File: config.mk
export PLATFORM = sky130hd
export DESIGN_NAME = hilo_commit_unit
export DESIGN_NICKNAME = d
export VERILOG_FILES = /design/src/rtl/hilo_commit_unit.sv
export SDC_FILE = /design/constraint.sdc
export NUM_CORES = 1
export LEC_CHECK = 0
export CORE_ASPECT_RATIO = 1.75
export CORE_MARGIN = 2
export CORE_UTILIZATION = 25
export DETAILED_ROUTE_END_ITERATION = 7
export GPL_TIMING_DRIVEN = 0
export RECOVER_POWER = 50
export SLEW_MARGIN = 40
export SYNTH_ARGS = -nofsm -noshare
export SYNTH_HDL_FRONTEND = slang
export SYNTH_SLANG_ARGS = --single-unit
File: constraint.sdc
create_clock -name clk -period 2.1 [get_ports clk]
set_input_delay 0.315 -clock clk [delete_from_list [all_inputs] [get_ports clk]]
set_output_delay 0.315 -clock clk [all_outputs]
set_load 0.05 [all_outputs]
File: src/rtl/hilo_commit_unit.sv
// ----------------------------------------------------------------------------
// hilo_commit_unit
//
// Owns the architectural HI/LO registers that sit downstream of the mul/div
// wrapper. It tracks one in-flight mul/div op, commits its hi/lo result when
// the wrapper drops md_wait, and feeds the committed HI/LO back to the wrapper
// for accumulate ops. It also serves MFHI/MFLO/MTHI/MTLO in program order and
// stalls the execute stage on HI/LO hazards while an op is in flight.
//
// Ports
//   clk        : clock, all state changes on the rising edge
//   reset      : asynchronous reset, active low (asserted when 0)
//   flush      : pipeline flush; aborts the in-flight op without commit
//   md_start   : execute issues a mul/div op this cycle
//   md_wait    : wrapper result not ready yet
//   md_hi/lo   : wrapper result
//   mt_hi_we   : MTHI request (data on mt_data)
//   mt_lo_we   : MTLO request (data on mt_data)
//   mt_data    : MTHI/MTLO data
//   mf_req     : MFHI/MFLO request
//   mf_sel_hi  : 1 = MFHI, 0 = MFLO
//   mf_data    : MFHI/MFLO result (combinational)
//   hi_in/lo_in: committed HI/LO to the wrapper
//   md_clear   : clear pulse to the wrapper (reset or flush of an op)
//   stall      : hold the execute stage (combinational)
//   busy       : an op is in flight
// ----------------------------------------------------------------------------
module hilo_commit_unit #(
    parameter int                 WIDTH     = 32,
    parameter logic [WIDTH-1:0]   RESET_VAL = '0
) (
    input  logic             clk,
    input  logic             reset,
    input  logic             flush,
    input  logic             md_start,
    input  logic             md_wait,
    input  logic [WIDTH-1:0] md_hi,
    input  logic [WIDTH-1:0] md_lo,
    input  logic             mt_hi_we,
    input  logic             mt_lo_we,
    input  logic [WIDTH-1:0] mt_data,
    input  logic             mf_req,
    input  logic             mf_sel_hi,
    output logic [WIDTH-1:0] mf_data,
    output logic [WIDTH-1:0] hi_in,
    output logic [WIDTH-1:0] lo_in,
    output logic             md_clear,
    output logic             stall,
    output logic             busy
);

    typedef enum logic {
        IDLE = 1'b0,
        BUSY = 1'b1
    } state_t;

    state_t           state;
    logic [WIDTH-1:0] hi_reg;
    logic [WIDTH-1:0] lo_reg;

    logic in_busy;
    logic commit_cycle;
    logic do_commit;
    logic hazard_req;
    logic mt_ok;

    assign in_busy      = (state == BUSY);
    // The first BUSY cycle with md_wait low is the commit cycle; a flush in
    // that same cycle wins and the result is dropped.
    assign commit_cycle = in_busy && !md_wait;
    assign do_commit    = commit_cycle && !flush;

    // Any request that touches HI/LO, or a second op, must wait until the
    // in-flight result lands.
    assign hazard_req   = md_start || mf_req || mt_hi_we || mt_lo_we;
    assign stall        = in_busy && !commit_cycle && hazard_req;

    assign mt_ok        = !stall && !flush;

    assign md_clear     = !reset || (in_busy && flush);
    assign busy         = in_busy;

    // Accumulate ops must see the committed value, so no bypass here.
    assign hi_in        = hi_reg;
    assign lo_in        = lo_reg;

    // During the commit cycle the result is forwarded; a same-cycle MT is
    // deliberately not forwarded since it is ordered after the MF.
    always_comb begin
        mf_data = '0;
        if (mf_sel_hi) begin
            mf_data = do_commit ? md_hi : hi_reg;
        end else begin
            mf_data = do_commit ? md_lo : lo_reg;
        end
    end

    always_ff @(posedge clk or negedge reset) begin
        if (!reset) begin
            state  <= IDLE;
            hi_reg <= RESET_VAL;
            lo_reg <= RESET_VAL;
        end else begin
            case (state)
                IDLE: begin
                    if (md_start && !flush) begin
                        state <= BUSY;
                    end
                end
                BUSY: begin
                    if (flush) begin
                        state <= IDLE;
                    end else if (!md_wait) begin
                        // A start in the commit cycle chains straight into
                        // the next op without leaving BUSY.
                        state <= md_start ? BUSY : IDLE;
                    end
                end
                default: state <= IDLE;
            endcase

            // An MT landing in the commit cycle overrides only its own
            // register; the other one still takes the op result.
            if (mt_hi_we && mt_ok) begin
                hi_reg <= mt_data;
            end else if (do_commit) begin
                hi_reg <= md_hi;
            end

            if (mt_lo_we && mt_ok) begin
                lo_reg <= mt_data;
            end else if (do_commit) begin
                lo_reg <= md_lo;
            end
        end
    end

endmodule

-- After elaboration in Yosys (flattened, before gate mapping)
Index checks and enable logic that the tools add are counted.
- muxes and demuxes: 10
- reductions and logical operators: 18
- bitwise logic cells: 1
- operators with widths (cell ; count):
    32-bit two-way mux ; 5
    1-bit logical AND ; 9
    1-bit logical NOT ; 5
    1-bit logical OR ; 4
    1-bit two-way mux ; 4
    1-bit one-hot mux with 2 select lines ; 1
    1-bit NOT ; 1
- bits in registers: 65
- logic and storage cells: 32

-- Longest topological paths before layout
Gate-level depths: netlist (run 1).
- word-level depth: 9
- depth in mapped cells: 5
- mapped depth without buffers: 3

-- Least setup slack after synthesis (run 1)
OpenSTA, ideal clock, no wires.
- kind: flip-flop to output port
- from: reg state (netlist: busy)
- to: out mf_data[10]
- data arrival time: 2.366 ns
- stages on the path, launching flop included: 6
- slack: -0.581 ns
- buffers on the path: 2
- path through: dfrtp_1 or3b_1 buf_6 buf_12 mux2i_1 mux2i_1
- cells in the longest elaborated chain, start to end: 4
- elaborated cells between the ends (all ways): 5
- RTL lines (what ; RTL line ; RTL):
    from (decl) ; 57 ; state_t state;
    from (signal assigned) ; 116 ; state <= md_start ? BUSY : IDLE;
    1-bit logical AND * ; 70 ; assign commit_cycle = in_busy && !md_wait;
    1-bit logical AND * ; 71 ; assign do_commit = commit_cycle && !flush;
    32-bit two-way mux (on tied branches) ; n/a ;
    32-bit two-way mux * ; 91 ; if (mf_sel_hi) begin
    to (decl) ; 44 ; output logic [WIDTH-1:0] mf_data,
Every way passes the cells marked *; elsewhere a longest branch is shown, timed or not.

-- Final worst setup path (run 1)
- from: reg state (netlist: busy)
- to: out mf_data[18]
Same word-level chain as after synthesis.

==> impl_metrics.csv, run 1 <==
group,metric,value,unit
grt,grt-ovfl-total,0,
placed_design,hpwl,10.0,mm
detailed_routing,dr.pass1.iters,4,
timing,finalWorstSetupSlack,-0.198,ns
power,power_density,967,nW/um^2
detailed_routing,first_iter_violations,81,
cells_and_area,final_cell_area,7230,sq um
detailed_routing,routed.top_layer,"met4",
yosys,synth_most_common_cell,"mux2i_1",
critical_path,crit_required,1.78,ns
detailed_routing,routed_via_density,4.66,
timing,max_freq,0.435,GHz
floorplan,core,13900,sq um
timing,min_period_over_period,109,%
clock_tree,clock-sinks,65,
detailed_routing,drtAntennaViolNets,0,
timing,setup_tns,-5.18,ns
cells_and_area,area_growth,103,%
yosys,synthArstFlopShare,100,%
timing,skew,0.00497,ns
grt,grt_pass1_vias,3754,
critical_path,reg2reg_slack,0.28,ns
yosys,synth.avg_cell_area,12.5,sq um
detailed_routing,num_vias,3186,
critical_path,arrival,1.98,ns
critical_path,r2r_cells,5,
timing,holdWs,0.310,ns
floorplan,die_h,162,microns
power,power,6.99,mW
placed_design,placed_area,6250,sq um
yosys,yosysSeqAreaShare,45.6,%
timing,setup_viol_count_final,32,
clock_tree,clock_path_buffers,2,
critical_path,end_kind,"output pin",
placed_design,numPortBuffers,202,
clock_tree,cts-buffers-inserted,9,
grt,track_usage,18.3,%
detailed_routing,routedLengthMet1,4.37,mm
floorplan,initial_core_util,25.7,%
clock_tree,clkTransAtPathRegs,0.06,ns
cells_and_area,fill_cells,1245,
detailed_routing,drc,0,
floorplan,rows,57,
run_status,status,"finished, violations left",
yosys,synthDistinctLibCells,13,
critical_path,cp-start-kind,"flip-flop",
timing,fin_crit,2.30,ns
clock_tree,cts_root_buf,"clkbuf_16",
yosys,netlist_area,3570,sq um
placed_design,place_congestion,0.820,
clock_tree,clk_latency,0.32,ns
run,maxCapViolations,0,
timing,hold_violations,0,
worst_hold_path,hold_path.class,"in -> async",
grt,grt_max_degree,48,
critical_path,startpoint,"busy$_DFF_PN0_",
yosys,synth.top_cell.area_share,45.6,%
grt,antenna_found_initial,0,
timing,slew-limit-headroom,16.6,%
detailed_routing,routed_wl,13.4,mm
cells_and_area,antenna_cells,0,
critical_path,r2r-end,"lo_in[21]$_DFF_PN0_",
yosys,syn-num-nets,390,
run_status,violations,"negative setup slack",
floorplan,fp.dieW,94.3,microns
clock_tree,cts_tree,"built",
critical_path,worstReg2RegStart,"busy$_DFF_PN0_",
yosys,synthTopCellsByArea,"dfrtp_1 (46%), mux2i_1 (45%), buf_12 (3.4%)",
clock_tree,htree_levels,3,
timing,worst_pin_slew,1.25,ns
detailed_routing,dr_wl_met3,711,microns
yosys,syn_inst,285,
detailed_routing,wire_per_inst,19.6,microns
cells_and_area,layout-drive-gt1-share,31.2,%
yosys,yosys-top-cells-count,"mux2i_1 (160), dfrtp_1 (65), inv_1 (32), clkbuf_1 (8), buf_12 (6)",
timing,maxSlewViolCount,0,
yosys,ys_ff_latch,65,
power,leakage,3.19,nW
critical_path,criticalPathCategory,"reg -> out",
floorplan,io_pins,204,
floorplan,dieArea,15300,sq um
cells_and_area,fin_util,52.0,%
power,vdd_drop_max,0.430,mV
grt,grt_pass1_wl,20.8,mm
yosys,synth_largest_area_cell,"dfrtp_1",
cells_and_area,final_nets,608,
yosys,ys_warn_count,0,
detailed_routing,dr_wl_met2,7.70,mm
yosys,synth_top_flop_cell,"dfrtp_1",
timing,rsz0062_at_grt,"yes",
critical_path,crit_fanout,10,
yosys,synth_edf_count,0,
[worst max-delay path by stage]
stage	endpoint	slack, ns	cells past startpoint
6_report	mf_data[18]	-0.20	6
3_3_place_gp	md_clear	-2.33	3
2_1_floorplan	mf_data[0]	-0.02	5
3_5_place_dp	mf_data[16]	-0.96	7
4_1_cts	mf_data[18]	-0.22	6
5_1_grt	mf_data[18]	-0.24	6
[layout by cell type (no fill, tap or decap)]
master           count
mux2i_1             67
clkbuf_2             5
clkbuf_4             3
a21oi_1              2
or3b_4               1
clkbuf_16            9
nor2_1               2
dfrtp_2              1
clkbuf_8             3
buf_12               8
buf_4                1
clkdlybuf4s50_1    165
clkbuf_1             6
inv_1               32
buf_1                1
nand2_1              5
bufinv_16            2
nor4_1               1
dlygate4sd2_1        3
dlymetal6s2s_1       1
dfrtp_1             64
mux2i_2             20
buf_6               32
mux2i_4             73
[final cells by class]
type,instances,area [sq um],share of cell area (%)
clock buffers,13,270,3.74
flip-flops and latches,65,1630,22.5
multi-input cells,171,2640,36.6
well taps,177,221,3.06
inverters,32,120,1.66
repair buffers,207,2090,29.0
plain buffers,17,194,2.68
clock inverters,2,60.1,0.830
[what timing repair did]
item / CTS / global route
gates resized for setup: 329 / 7
hold endpoints to repair: 18 / 0
buffers inserted: 2 / 0
hold buffers: 2 / 0
setup endpoints to repair: 34 / 33
[critical path: stages, from the launching register on]
cell and delay (ns):
dfrtp_2 0.35, or3b_4 0.38, buf_12 0.17, buf_12 0.17, mux2i_4 0.21, mux2i_4 0.18
buf_6 0.19
[metrics by stage]
step	worst slack, ns	cells
3_5_place_dp	-0.961	665
2_1_floorplan	-0.0210	285
6_report	-0.198	684
5_1_grt	-0.242	684
4_1_cts	-0.215	684
3_3_place_gp	-2.33	664
[registers in the layout, summed over array words and instances (netlist names)]
signal and cells:
busy 1, hi_in 32, lo_in 32
[power breakdown]
| part | leakage (nW) | switching, mW | internal, mW |
|---|---|---|---|
| Clock | 0.162 | 0.548 | 1.13 |
| Combinational | 2.26 | 2.15 | 1.46 |
| Sequential | 0.763 | 0.225 | 1.49 |
[metal layers]
layer	vias to the layer above	global-route usage (%)
met5	-	0
met4	0	9.22
met3	40	4.13
met2	133	34.6
met1	1567	18.3
li1	1446	-
[logic make-up after synthesis]
family,Yosys count,synth area share (%)
mux,160,44.9
buf+inv,49,8.13
flops,65,45.6
compound gates,2,0.280
simple gates,9,1.16
Note: power is estimated with default switching activity, not from simulation.
==> run 2, diff against run 1 <==
CORE_UTILIZATION = 41   (was 25)
DONT_BUFFER_PORTS = 1   (was not set)
==> run 2 against run 1 <==
Net effect:
- the run still ends with negative setup slack left
- cell count is 38% lower
- routed wire length is 30% lower
- fmax is 11% lower
- clock-buffer cell count is 2 lower
- non-clock buffer count is 204 lower
- combinational power is 58% lower
- critical path type unchanged
- largest cell class unchanged
- largest power group is now sequential cells
==> impl_metrics.csv, run 2 (synthesized netlist as in run 1, its figures left out) <==
group,metric,value,unit
floorplan,initial_core_util,41.7,%
timing,min_period_over_period,124,%
critical_path,startpoint,"busy$_DFF_PN0_",
floorplan,die_h,127,microns
critical_path,crit_required,1.78,ns
placed_design,hpwl,6.89,mm
power,power_density,1200,nW/um^2
detailed_routing,dr.pass1.iters,4,
detailed_routing,drtAntennaViolNets,0,
cells_and_area,final_common_cell,"mux2i_1",
floorplan,core,8560,sq um
placed_design,placed_area,4120,sq um
run_status,status,"finished, violations left",
worst_hold_path,hold_path.class,"in -> reg",
critical_path,r2r-end,"hi_in[23]$_DFF_PN0_",
grt,track_usage,20.5,%
floorplan,rows,45,
critical_path,worstReg2RegStart,"busy$_DFF_PN0_",
power,power,5.53,mW
cells_and_area,layout-drive-gt1-share,32.2,%
grt,grt_pass1_vias,2612,
grt,grt_max_degree,66,
floorplan,fp.dieW,74.5,microns
critical_path,end_kind,"output pin",
clock_tree,clk_latency,0.33,ns
clock_tree,cts-buffers-inserted,9,
placed_design,dp.cells,402,
clock_tree,htree_levels,3,
detailed_routing,first_iter_violations,97,
timing,setup_viol_count_final,32,
detailed_routing,routed_wl,9.40,mm
cells_and_area,final_cell_area,4590,sq um
timing,hold_violations,0,
clock_tree,clkTransAtPathRegs,0.05,ns
grt,antenna_found_initial,0,
timing,maxSlewViolCount,0,
power,vdd_drop_max,0.578,mV
timing,rsz0062_at_grt,"yes",
grt,grt_pass1_wl,14.1,mm
timing,finalWorstSetupSlack,-0.494,ns
detailed_routing,drc,0,
cells_and_area,final_cells,421,
clock_tree,cts_tree,"built",
cells_and_area,fill_cells,740,
floorplan,io_pins,204,
critical_path,crit_path_end,"mf_data[8]",
timing,skew,0.00430,ns
critical_path,cp-start-kind,"flip-flop",
floorplan,dieArea,9500,sq um
critical_path,r2r_cells,4,
detailed_routing,wire_per_inst,22.3,microns
timing,fin_crit,2.59,ns
timing,max_freq,0.386,GHz
timing,worst_pin_slew,0.917,ns
placed_design,place_congestion,0.778,
detailed_routing,routed_via_density,5.51,
clock_tree,clock-sinks,65,
cells_and_area,final_nets,404,
cells_and_area,antenna_cells,0,
timing,holdWs,0.0412,ns
critical_path,reg2reg_slack,0.14,ns
run_status,violations,"negative setup slack",
critical_path,crit_fanout,10,
timing,slew-limit-headroom,38.9,%
clock_tree,cts_root_buf,"clkbuf_16",
cells_and_area,layout_common_cells,"mux2i_1 (97), dfrtp_1 (64), inv_1 (32), mux2i_4 (32), mux2i_2 (31)",
critical_path,arrival,2.28,ns
critical_path,criticalPathCategory,"reg -> out",
placed_design,numPortBuffers,0,
power,leakage,2.38,nW
clock_tree,clock_path_buffers,2,
cells_and_area,area_growth,28.6,%
run,maxCapViolations,0,
grt,grt-ovfl-total,0,
detailed_routing,num_vias,2319,
-- run 2: stage by stage --
| stage | worst slack [ns] | setup TNS [ns] | util, % |
|---|---|---|---|
| 2_1_floorplan | -0.0210 | -0.671 | - |
| 3_3_place_gp | -0.190 | -5.42 | 48.2 |
| 3_5_place_dp | -0.185 | -5.11 | 48.2 |
| 4_1_cts | -0.502 | -15.38 | 53.7 |
| 5_1_grt | -0.537 | -16.54 | 53.7 |
| 6_report | -0.494 | -14.77 | 53.7 |
-- run 2: report_power, final --
part           internal, mW  total [mW]  switching (mW)
logic                 0.501        1.52            1.02
clock network         0.946        1.49           0.543
registers              1.47        2.52            1.05
total                  2.92        5.53            2.61
-- run 2: repair_timing --
item | 4_1_cts | 5_1_grt
endpoints found under the setup margin | 32 | 41
hold buffers | 2 | 0
gates cloned | 0 | 0
buffers inserted | 1 | 0
gates resized for setup | 32 | 6
hold endpoints to repair | 65 | 0
-- run 2: final cells by class --
| type | count | area, sq um | share of cell area (%) |
|---|---|---|---|
| plain buffers | 17 | 188 | 4.09 |
| clock buffers | 11 | 243 | 5.29 |
| well taps | 117 | 146 | 3.19 |
| inverters | 32 | 120 | 2.62 |
| multi-input cells | 171 | 2170 | 47.4 |
| clock inverters | 5 | 55.1 | 1.20 |
| repair buffers | 3 | 37.5 | 0.817 |
| flip-flops and latches | 65 | 1630 | 35.4 |
-- run 2: metal layers --
layer  wire length (microns)  vias to the layer above  GRT usage, %
met5                       0                        -             0
li1                        -                     1022             -
met3                     677                       19          6.39
met4                     265                        0          9.24
met1                    3230                     1145          21.3
met2                    5230                      133          36.3
-- run 2: worst min path at each step --
| stage | cells after the start | slack, ns | start | to |
|---|---|---|---|---|
| after detailed placement | 0 | 0.02 | reset | lo_in[25]$_DFF_PN0_ |
| after global routing | 1 | 0.03 | flush | busy$_DFF_PN0_ |
| final | 1 | 0.04 | flush | busy$_DFF_PN0_ |
| after CTS | 1 | 0.03 | flush | busy$_DFF_PN0_ |
| after floorplan | 0 | 0.02 | reset | busy$_DFF_PN0_ |
| after global placement | 0 | 0.02 | reset | lo_in[25]$_DFF_PN0_ |
-- run 2: critical path, cell delays in order (launching register included) --
cell     delay (ns)
dfrtp_2        0.56
or3b_4         0.44
buf_12         0.16
buf_12         0.15
mux2i_2        0.18
mux2i_4        0.45
